<file path="src/rtl/seq1011_tx_pkg.sv">
// State encoding and the shared default pattern for the 1011 pattern transmitter.
// The detector imports the same package so both ends agree on the default pattern.
package seq_pkg;

  localparam logic [1:0] ST_IDLE  = 2'd0;
  localparam logic [1:0] ST_SHIFT = 2'd1;
  localparam logic [1:0] ST_GAP   = 2'd2;
  localparam logic [1:0] ST_DONE  = 2'd3;

  localparam logic [3:0] SEQ_DEFAULT_PAT = 4'b1011;

endpackage

</file>
<file path="src/rtl/seq1011_tx_if.sv">
// Request/stream bundle between a pattern requester (master) and seq1011_tx (slave).
interface seq1011_tx_if #(
  parameter int PAT_W = 4,
  parameter int REP_W = 4
);
  logic             start;
  logic             use_default;
  logic [PAT_W-1:0] pattern;
  logic [REP_W-1:0] reps;
  logic             dout;
  logic             dout_valid;
  logic             busy;
  logic             done;

  modport master (
    output start, use_default, pattern, reps,
    input  dout, dout_valid, busy, done
  );

  modport slave (
    input  start, use_default, pattern, reps,
    output dout, dout_valid, busy, done
  );
endinterface

</file>
<file path="src/rtl/seq1011_tx_piso.sv">
// Parallel-load, MSB-first shift register; load takes priority over shift.
module seq_piso #(
  parameter int PAT_W = 4
) (
  input  logic             clk_i,
  input  logic             reset_i,
  input  logic             load_i,
  input  logic             shift_i,
  input  logic [PAT_W-1:0] data_i,
  output logic [PAT_W-1:0] q_o
);
  logic [PAT_W-1:0] sr_q;

  always_ff @(posedge clk_i) begin
    if (reset_i)      sr_q <= '0;
    else if (load_i)  sr_q <= data_i;
    else if (shift_i) sr_q <= {sr_q[PAT_W-2:0], 1'b0};
  end

  assign q_o = sr_q;
endmodule

</file>
<file path="src/rtl/seq1011_tx.sv">
// Serial pattern transmitter: sends a captured pattern MSB-first, reps times.
// Define SEQ_TX_GAP_EN to insert GAP_LEN idle-zero bits between repetitions.
//
// state    | meaning
// IDLE     | waiting for start; outputs quiet
// SHIFT    | driving one pattern bit per cycle
// GAP      | driving zero gap bits between reps (SEQ_TX_GAP_EN only)
// DONE     | one-cycle completion pulse
module seq1011_tx
  import seq_pkg::*;
#(
  parameter int               PAT_W       = 4,
  parameter logic [PAT_W-1:0] PAT_DEFAULT = PAT_W'(SEQ_DEFAULT_PAT),
  parameter int               REP_W       = 4,
  parameter int               GAP_LEN     = 2
) (
  input  logic         clk_i,
  input  logic         reset_i,
  seq1011_tx_if.slave  bus
);
  localparam int             BIT_W    = $clog2(PAT_W);
  localparam logic [BIT_W-1:0] BIT_LAST = BIT_W'(PAT_W - 1);

  logic [1:0]       state_q, state_d;
  logic [PAT_W-1:0] pat_q, pat_d;
  logic [REP_W-1:0] rep_q, rep_d;
  logic [BIT_W-1:0] bit_q, bit_d;
  logic             dout_q, dout_d;
  logic             valid_q, valid_d;
  logic             busy_q, busy_d;
  logic             done_q, done_d;

  logic             sr_load, sr_shift;
  logic [PAT_W-1:0] sr_data, sr_q;
  logic [PAT_W-1:0] sel_pat;

`ifdef SEQ_TX_GAP_EN
  localparam int             GAP_W    = (GAP_LEN > 1) ? $clog2(GAP_LEN) : 1;
  localparam logic [GAP_W-1:0] GAP_LAST = GAP_W'(GAP_LEN - 1);
  logic [GAP_W-1:0] gap_q, gap_d;
`endif

  assign sel_pat = bus.use_default ? PAT_DEFAULT : bus.pattern;

  seq_piso #(.PAT_W(PAT_W)) u_piso (
    .clk_i   (clk_i),
    .reset_i (reset_i),
    .load_i  (sr_load),
    .shift_i (sr_shift),
    .data_i  (sr_data),
    .q_o     (sr_q)
  );

  always_comb begin
    state_d  = state_q;
    pat_d    = pat_q;
    rep_d    = rep_q;
    bit_d    = bit_q;
    dout_d   = 1'b0;
    valid_d  = 1'b0;
    busy_d   = 1'b0;
    done_d   = 1'b0;
    sr_load  = 1'b0;
    sr_shift = 1'b0;
    sr_data  = pat_q;
`ifdef SEQ_TX_GAP_EN
    gap_d    = gap_q;
`endif
    case (state_q)
      ST_IDLE: begin
        if (bus.start) begin
          pat_d   = sel_pat;
          rep_d   = (bus.reps == '0) ? REP_W'(1) : bus.reps;
          bit_d   = BIT_LAST;
          sr_load = 1'b1;
          sr_data = sel_pat;
          dout_d  = sel_pat[PAT_W-1];
          valid_d = 1'b1;
          busy_d  = 1'b1;
          state_d = ST_SHIFT;
        end
      end
      ST_SHIFT: begin
        busy_d = 1'b1;
        if (bit_q != '0) begin
          sr_shift = 1'b1;
          bit_d    = bit_q - BIT_W'(1);
          dout_d   = sr_q[PAT_W-2];
          valid_d  = 1'b1;
        end else if (rep_q > REP_W'(1)) begin
          rep_d   = rep_q - REP_W'(1);
          valid_d = 1'b1;
`ifdef SEQ_TX_GAP_EN
          gap_d   = GAP_LAST;
          state_d = ST_GAP;
`else
          sr_load = 1'b1;
          bit_d   = BIT_LAST;
          dout_d  = pat_q[PAT_W-1];
`endif
        end else begin
          done_d  = 1'b1;
          state_d = ST_DONE;
        end
      end
`ifdef SEQ_TX_GAP_EN
      ST_GAP: begin
        busy_d  = 1'b1;
        valid_d = 1'b1;
        if (gap_q != '0) begin
          gap_d = gap_q - GAP_W'(1);
        end else begin
          sr_load = 1'b1;
          bit_d   = BIT_LAST;
          dout_d  = pat_q[PAT_W-1];
          state_d = ST_SHIFT;
        end
      end
`endif
      ST_DONE: state_d = ST_IDLE;
      default: state_d = ST_IDLE;
    endcase
  end

  always_ff @(posedge clk_i) begin
    if (reset_i) begin
      state_q <= ST_IDLE;
      pat_q   <= '0;
      rep_q   <= '0;
      bit_q   <= '0;
      dout_q  <= 1'b0;
      valid_q <= 1'b0;
      busy_q  <= 1'b0;
      done_q  <= 1'b0;
`ifdef SEQ_TX_GAP_EN
      gap_q   <= '0;
`endif
    end else begin
      state_q <= state_d;
      pat_q   <= pat_d;
      rep_q   <= rep_d;
      bit_q   <= bit_d;
      dout_q  <= dout_d;
      valid_q <= valid_d;
      busy_q  <= busy_d;
      done_q  <= done_d;
`ifdef SEQ_TX_GAP_EN
      gap_q   <= gap_d;
`endif
    end
  end

  assign bus.dout       = dout_q;
  assign bus.dout_valid = valid_q;
  assign bus.busy       = busy_q;
  assign bus.done       = done_q;
endmodule

</file>
<file path="src/flat_wrapper.sv">
// flat-port wrapper written by rule: the top's interface ports become plain ports
module seq1011_tx_flat import seq_pkg::*;
#(
  parameter int               PAT_W       = 4,
  parameter logic [PAT_W-1:0] PAT_DEFAULT = PAT_W'(SEQ_DEFAULT_PAT),
  parameter int               REP_W       = 4,
  parameter int               GAP_LEN     = 2
)
  (clk_i, reset_i, bus_start, bus_use_default, bus_pattern, bus_reps, bus_dout, bus_dout_valid, bus_busy, bus_done);
  seq1011_tx_if #(.PAT_W(PAT_W), .REP_W(REP_W)) bus_i ();
  input  logic clk_i;
  input  logic reset_i;
  input wire logic [$bits(bus_i.start)-1:0] bus_start;
  input wire logic [$bits(bus_i.use_default)-1:0] bus_use_default;
  input wire logic [$bits(bus_i.pattern)-1:0] bus_pattern;
  input wire logic [$bits(bus_i.reps)-1:0] bus_reps;
  output wire logic [$bits(bus_i.dout)-1:0] bus_dout;
  output wire logic [$bits(bus_i.dout_valid)-1:0] bus_dout_valid;
  output wire logic [$bits(bus_i.busy)-1:0] bus_busy;
  output wire logic [$bits(bus_i.done)-1:0] bus_done;
  assign bus_i.start = bus_start;
  assign bus_i.use_default = bus_use_default;
  assign bus_i.pattern = bus_pattern;
  assign bus_i.reps = bus_reps;
  assign bus_dout = bus_i.dout;
  assign bus_dout_valid = bus_i.dout_valid;
  assign bus_busy = bus_i.busy;
  assign bus_done = bus_i.done;
  seq1011_tx #(.PAT_W(PAT_W), .PAT_DEFAULT(PAT_DEFAULT), .REP_W(REP_W), .GAP_LEN(GAP_LEN)) u_core (.clk_i(clk_i), .reset_i(reset_i), .bus(bus_i));
endmodule
</file>
<file path="config.mk">
export PLATFORM = sky130hd
export DESIGN_NAME = seq1011_tx_flat
export DESIGN_NICKNAME = d
export VERILOG_FILES = /design/src/rtl/seq1011_tx_pkg.sv /design/src/rtl/seq1011_tx_if.sv /design/src/rtl/seq1011_tx_piso.sv /design/src/rtl/seq1011_tx.sv /design/src/flat_wrapper.sv
export SDC_FILE = /design/constraint.sdc
export NUM_CORES = 1
export LEC_CHECK = 0
export ABC_CLOCK_PERIOD_IN_PS = 2600
export CORE_MARGIN = 8
export CORE_UTILIZATION = 50
export CTS_CLUSTER_SIZE = 20
export DETAILED_ROUTE_END_ITERATION = 10
export GPL_TIMING_DRIVEN = 0
export PLACE_DENSITY = 0.77
export SLEW_MARGIN = 20
export SYNTH_ARGS = -nofsm -noshare
export SYNTH_HDL_FRONTEND = slang
export SYNTH_SLANG_ARGS = --single-unit
</file>
<file path="constraint.sdc">
create_clock -name clk_i -period 2.6 [get_ports clk_i]
set_input_delay 0.26 -clock clk_i [delete_from_list [all_inputs] [get_ports clk_i]]
set_output_delay 0.26 -clock clk_i [all_outputs]
set_load 0.005 [all_outputs]
</file>
==> results of run 1 <==
==> power breakdown <==
part | switching [µW] | total [µW] | internal (µW)
Combinational | 93.8 | 178 | 84.1
Sequential | 20.0 | 342 | 322
Clock | 84.7 | 144 | 59.8
==> layout by cell type, fill, tap and decap left out, types with 2 or more instances in the layout <==
master / count
nor3_1: 9
or3_1: 2
nand3b_1: 2
clkbuf_4: 3
dfxtp_1: 19
ha_1: 3
nand2_1: 9
a211oi_1: 4
o21ai_0: 3
clkdlybuf4s50_1: 14
nor2_1: 14
a21oi_1: 7
clkbuf_1: 2
inv_1: 4
a31oi_1: 2
buf_2: 2
==> per-layer routing <==
layer / vias to the layer above / routed length (µm)
met4: 0 / 10
met5: - / 0
met2: 10 / 775
li1: 394 / -
met3: 2 / 72
met1: 319 / 874
==> stage by stage <==
stage / cells / area [µm²]
after floorplan: 100 / 870
after global placement: 131 / 1030
after detailed placement: 131 / 1030
after CTS: 135 / 1060
after global routing: 135 / 1060
final: 135 / 1060
==> final cells by class <==
cell class                      instances  area [µm²]
Sequential cell                        19         380
Inverter                                4        15.0
Clock buffer                            4        26.3
Multi-Input combinational cell         73         453
Fill cell                             149         632
Tap cell                               17        21.3
Buffer                                  4        21.3
Timing Repair Buffer                   14         140
==> critical path, cell delays in order, from the launching register on <==
cell and delay, ns:
dfxtp_1 0.40, inv_1 0.06, ha_1 0.21, or2_1 0.24
a31oi_1 0.38, nor2_1 0.20, a21oi_1 0.20, a211oi_2 0.09
==> state kept, by name, summed over array words and instances (netlist names) <==
register	flops
u_core.pat_q	4
u_core.rep_q	4
u_core.u_piso.q_o	3
u_core.bit_q	2
u_core.state_q	2
u_core.bus.busy	1
u_core.bus.done	1
u_core.bus.dout	1
u_core.bus.dout_valid	1
==> worst paths after layout <==
path / from / depth (start not counted) / slack, ns / end
hold reg to reg: u_core.pat_q[3] / 2 / 0.47 / u_core.pat_q[3]
setup / recovery: u_core.rep_q[0] / 7 / 0.72 / u_core.u_piso.q_o[1]
setup reg to reg: u_core.rep_q[0] / 7 / 0.72 / u_core.u_piso.q_o[1]
hold / removal: reset_i / 2 / 0.20 / u_core.u_piso.q_o[1]
==> logic make-up (layout without fill, tap and decap cells) <==
| group | count (synthesis) | count (layout) | synth area share |
|---|---|---|---|
| buf+inv | 8 | 26 | 0.0417 |
| flops | 19 | 19 | 0.437 |
| mux | 1 | 1 | 0.0115 |
| compound gates | 24 | 24 | 0.197 |
| fa+ha+maj | 3 | 3 | 0.0432 |
| simple gates | 45 | 45 | 0.269 |
==> run_results.csv, run 1 <==
group,metric,value,unit
outcome,status,"complete, no violations",
floorplan,start_util,0.515,
global_routing,busiest_layer,"met2",
detailed_routing,postRouteAntennaNets,0,
yosys,syn_nets,115,
yosys,synth_common_cells,"dfxtp_1, nor2_1, nand2_1, nor3_1, a21oi_1",
sta,relSlewSlack,0.683,
clocking,htreeDepth,1,
yosys,yosysMostFrequentCell,"dfxtp_1",
sta,worst_slew_pin_slew,0.475,ns
finish,fin_util,0.626,
detailed_routing,wl_per_cell,12.8,µm
yosys,synth-seq-cells,19,
sta,finalCritPeriodShare,0.721,
yosys,synthCells,100,
yosys,synth_ff_type,"dfxtp_1",
pwr,p_per_area,629,nW/µm²
clocking,numCtsBuffers,3,
global_routing,met1_usage,0.137,
yosys,synth-seq-area-share,0.437,
worst_setup_path,startpoint_type,"flip-flop",
worst_setup_path,critical_path_required,2.79,ns
clocking,cts-root-buf,"clkbuf_4",
floorplan,core.rowCount,15,
worst_setup_path,path_max_fanout,5,
worst_setup_path,cp.arrival,2.06,ns
global_routing,track_usage,0.109,
clocking,ctsResizeCount,0,
min_path,hold_path_class,"input port to flip-flop",
global_routing,grtUsageMet2,0.175,
floorplan,dieArea,3330,µm²
pwr,power,665,µW
clocking,post_cts_buffers,0,
global_routing,overflow,0,
global_routing,antenna_found_initial,0,
sta,setup_viol,0,
yosys,yosysUniqueCellTypes,33,
worst_setup_path,worstSetupPathType,"flip-flop to flip-flop",
yosys,synth_edf_count,0,
yosys,synthesis.area,870,µm²
clocking,cts_tree,"yes",
global_routing,grt_max_degree,11,
placed_design,dpl.hpwl,1320,µm
floorplan,ioPinCount,16,
finish,areaGrowthSynthToFinish,21.6,%
sta,finalHoldViolations,0,
detailed_routing,post-route-drc-count,0,
clocking,hold_buffers,0,
yosys,yosys_warnings,0,
global_routing,grt.met3_usage,0.0419,
pwr,p_leak,0.000398,µW
detailed_routing,drt-pass1-iter-count,4,
clocking,clk_latency,0.29,ns
sta,drv_slew,0,
clocking,clkTransAtPathRegs,0.10,ns
clocking,cts_num_sinks,19,
placed_design,portBuffers,14,
yosys,synth.area.top_cells,"dfxtp_1, nor2_1, nor3_1",
floorplan,dieHeight,57.7,µm
finish,num-nets-final,134,
floorplan,fp.dieW,57.7,µm
floorplan,core,1690,µm²
detailed_routing,vias,725,
sta,hold_ws,0.201,ns
detailed_routing,drt_wl_total,1730,µm
sta,fin_crit,1.88,ns
sta,fin_skew,0.00509,ns
flow_run,max_cap_viol_count,0,
global_routing,grt_pass1_wl,2970,µm
sta,fmax,533,MHz
worst_setup_path,end_kind,"flip-flop",
yosys,syn_avg_cell_area,8.70,µm²
yosys,async_reset_ff_frac,0,
pwr,ir_worst_vdd,0.472,mV
yosys,synth_top_area_cell,"dfxtp_1",
detailed_routing,viasPerCell,5.37,
finish,antenna_cells,0,
sta,fin_ws,0.724,ns
placed_design,dp_worst_setup_slack,0.658,ns
sta,rsz0062_at_grt,"false",
placed_design,gp_congestion,0.785,
sta,setup_tns,0,ns
detailed_routing,drtIter0Drc,16,
global_routing,grt_pass1_vias,673,
finish,layout-drive-gt1-share,0.110,
clocking,clock_path_buffers,2,
yosys,netlist.area_leader.share,0.437,
Power figures use the tool's default switching activity.
==> run 2, diff against run 1 <==
ABC_CLOCK_PERIOD_IN_PS = 1870   (was 2600)
CORE_UTILIZATION = 49   (was 50)
PLACE_DENSITY = 0.76   (was 0.77)
clock period = 1.87 ns   (was 2.6 ns; I/O delays follow)
==> run 2 against run 1 <==
Compared with the run above: first-iteration DRC count fell by 6.3%; largest power group unchanged; critical endpoint is now u_core.rep_q[1]; final cell count did not move; clock power rose by 39%; wire length rose by 2.4%; clock-buffer cell count did not move; flip-flop and latch count did not move; via count rose by 1.1%; clock skew fell by 0.0021 ns; combinational power rose by 44%.
==> run_results.csv, run 2 (synthesized netlist as in run 1, its figures left out) <==
group,metric,value,unit
sta,drv_slew,0,
placed_design,portBuffers,14,
clocking,cts_tree,"yes",
clocking,cts_num_sinks,19,
floorplan,start_util,0.515,
clocking,hold_buffers,0,
clocking,clock_path_buffers,2,
sta,fin_crit,1.77,ns
detailed_routing,drt_wl_total,1770,µm
worst_setup_path,end_kind,"flip-flop",
floorplan,core.rowCount,15,
sta,worst_slew_pin_slew,0.482,ns
detailed_routing,drt-pass1-iter-count,4,
finish,final_common_cell,"dfxtp_1",
clocking,htreeDepth,1,
worst_setup_path,worstSetupPathType,"flip-flop to flip-flop",
worst_setup_path,path_max_fanout,10,
pwr,ir_worst_vdd,0.685,mV
detailed_routing,viasPerCell,5.43,
worst_setup_path,rr_startpoint,"u_core.rep_q[0]",
sta,hold_ws,0.132,ns
worst_setup_path,cp-startpoint,"u_core.rep_q[0]",
clocking,clk_latency,0.29,ns
min_path,hold_start,"reset_i",
flow_run,max_cap_viol_count,0,
worst_setup_path,startpoint_type,"flip-flop",
floorplan,fp.dieW,58.1,µm
global_routing,grt_max_degree,11,
placed_design,gp_congestion,0.769,
placed_design,placed_area,1030,µm²
floorplan,dieHeight,58.1,µm
floorplan,ioPinCount,16,
outcome,status,"complete, no violations",
detailed_routing,postRouteAntennaNets,0,
sta,fmax,565,MHz
worst_setup_path,cp.arrival,1.95,ns
placed_design,dpl.cell_count,131,
finish,fin_cells,135,
pwr,p_leak,0.000399,µW
clocking,cts-root-buf,"clkbuf_4",
sta,relSlewSlack,0.679,
global_routing,track_usage,0.109,
finish,final_area,1070,µm²
global_routing,grt_pass1_wl,2890,µm
pwr,power,934,µW
finish,num-nets-final,134,
clocking,clkTransAtPathRegs,0.10,ns
detailed_routing,post-route-drc-count,0,
sta,setup_viol,0,
floorplan,core,1690,µm²
clocking,numCtsBuffers,3,
sta,finalHoldViolations,0,
min_path,hold_path_class,"input port to flip-flop",
sta,finalCritPeriodShare,0.947,
finish,layout-drive-gt1-share,0.136,
global_routing,grt_pass1_vias,698,
detailed_routing,vias,733,
placed_design,dpl.hpwl,1370,µm
detailed_routing,wl_per_cell,13.1,µm
global_routing,overflow,0,
sta,fin_skew,0.00298,ns
finish,layout_common_cells,"dfxtp_1, nor2_1, clkdlybuf4s50_1, nor3_1, nand2_1",
finish,antenna_cells,0,
pwr,p_per_area,875,nW/µm²
sta,rsz0062_at_grt,"false",
floorplan,dieArea,3380,µm²
worst_setup_path,critical_path_required,2.05,ns
global_routing,antenna_found_initial,0,
finish,areaGrowthSynthToFinish,22.7,%
detailed_routing,drtIter0Drc,15,
run 2: cell counts in the layout (fill, tap and decap cells not counted):
Identical to the previous run, type by type.
run 2: layer usage:
| metal | routed length [µm] | vias up | part of all wire | track usage |
|---|---|---|---|---|
| met3 | 71 | 4 | 0.040 | 0.0419 |
| li1 | - | 389 | - | - |
| met1 | 840 | 328 | 0.47 | 0.120 |
| met4 | 29 | 0 | 0.016 | 0.0385 |
| met5 | 0 | - | 0 | 0 |
| met2 | 830 | 12 | 0.47 | 0.185 |
run 2: worst paths after layout:
check                              end  slack, ns  cells after the start
setup / recovery       u_core.rep_q[1]       0.10                      8
hold / removal    u_core.u_piso.q_o[1]       0.13                      2
setup reg to reg       u_core.rep_q[1]       0.10                      8
hold reg to reg        u_core.pat_q[2]       0.47                      2
run 2: metrics by stage:
stage	utilization	setup slack, ns	setup TNS [ns]
2_1_floorplan	-	0.220	0
3_3_place_gp	0.610	-0.0155	-0.0155
5_1_grt	0.632	0.0112	0
4_1_cts	0.630	0.00437	0
6_report	0.632	0.100	0
3_5_place_dp	0.610	-0.0166	-0.0293
run 2: final cells by class:
type                       count  area (µm²)
buffer                         4        21.3
inverter                       4        15.0
clock buffer                   4        26.3
fill                         146         622
sequential                    19         382
multi-input combinational     73         462
timing repair buffer          14         140
tap                           17        21.3
run 2: timing repair:
action,CTS,global route
gates resized for setup,1,2
setup endpoints to repair,1,6
cloned,0,0
buffers inserted,0,0
run 2: worst max-delay path: stages (launching register included):
cell and delay [ns]:
dfxtp_2 0.38, inv_1 0.05, ha_1 0.21, or2_1 0.26, nand2_2 0.13, a31oi_2 0.12, buf_2 0.21, a211oi_1 0.23
a211oi_1 0.07
run 2: where the power goes:
group	total (µW)	switching, µW	internal (µW)	leakage, µW
sequential	477	28.4	449	0.000157
clock	200	117	83.0	0.0000150
combinational	257	137	120	0.000227
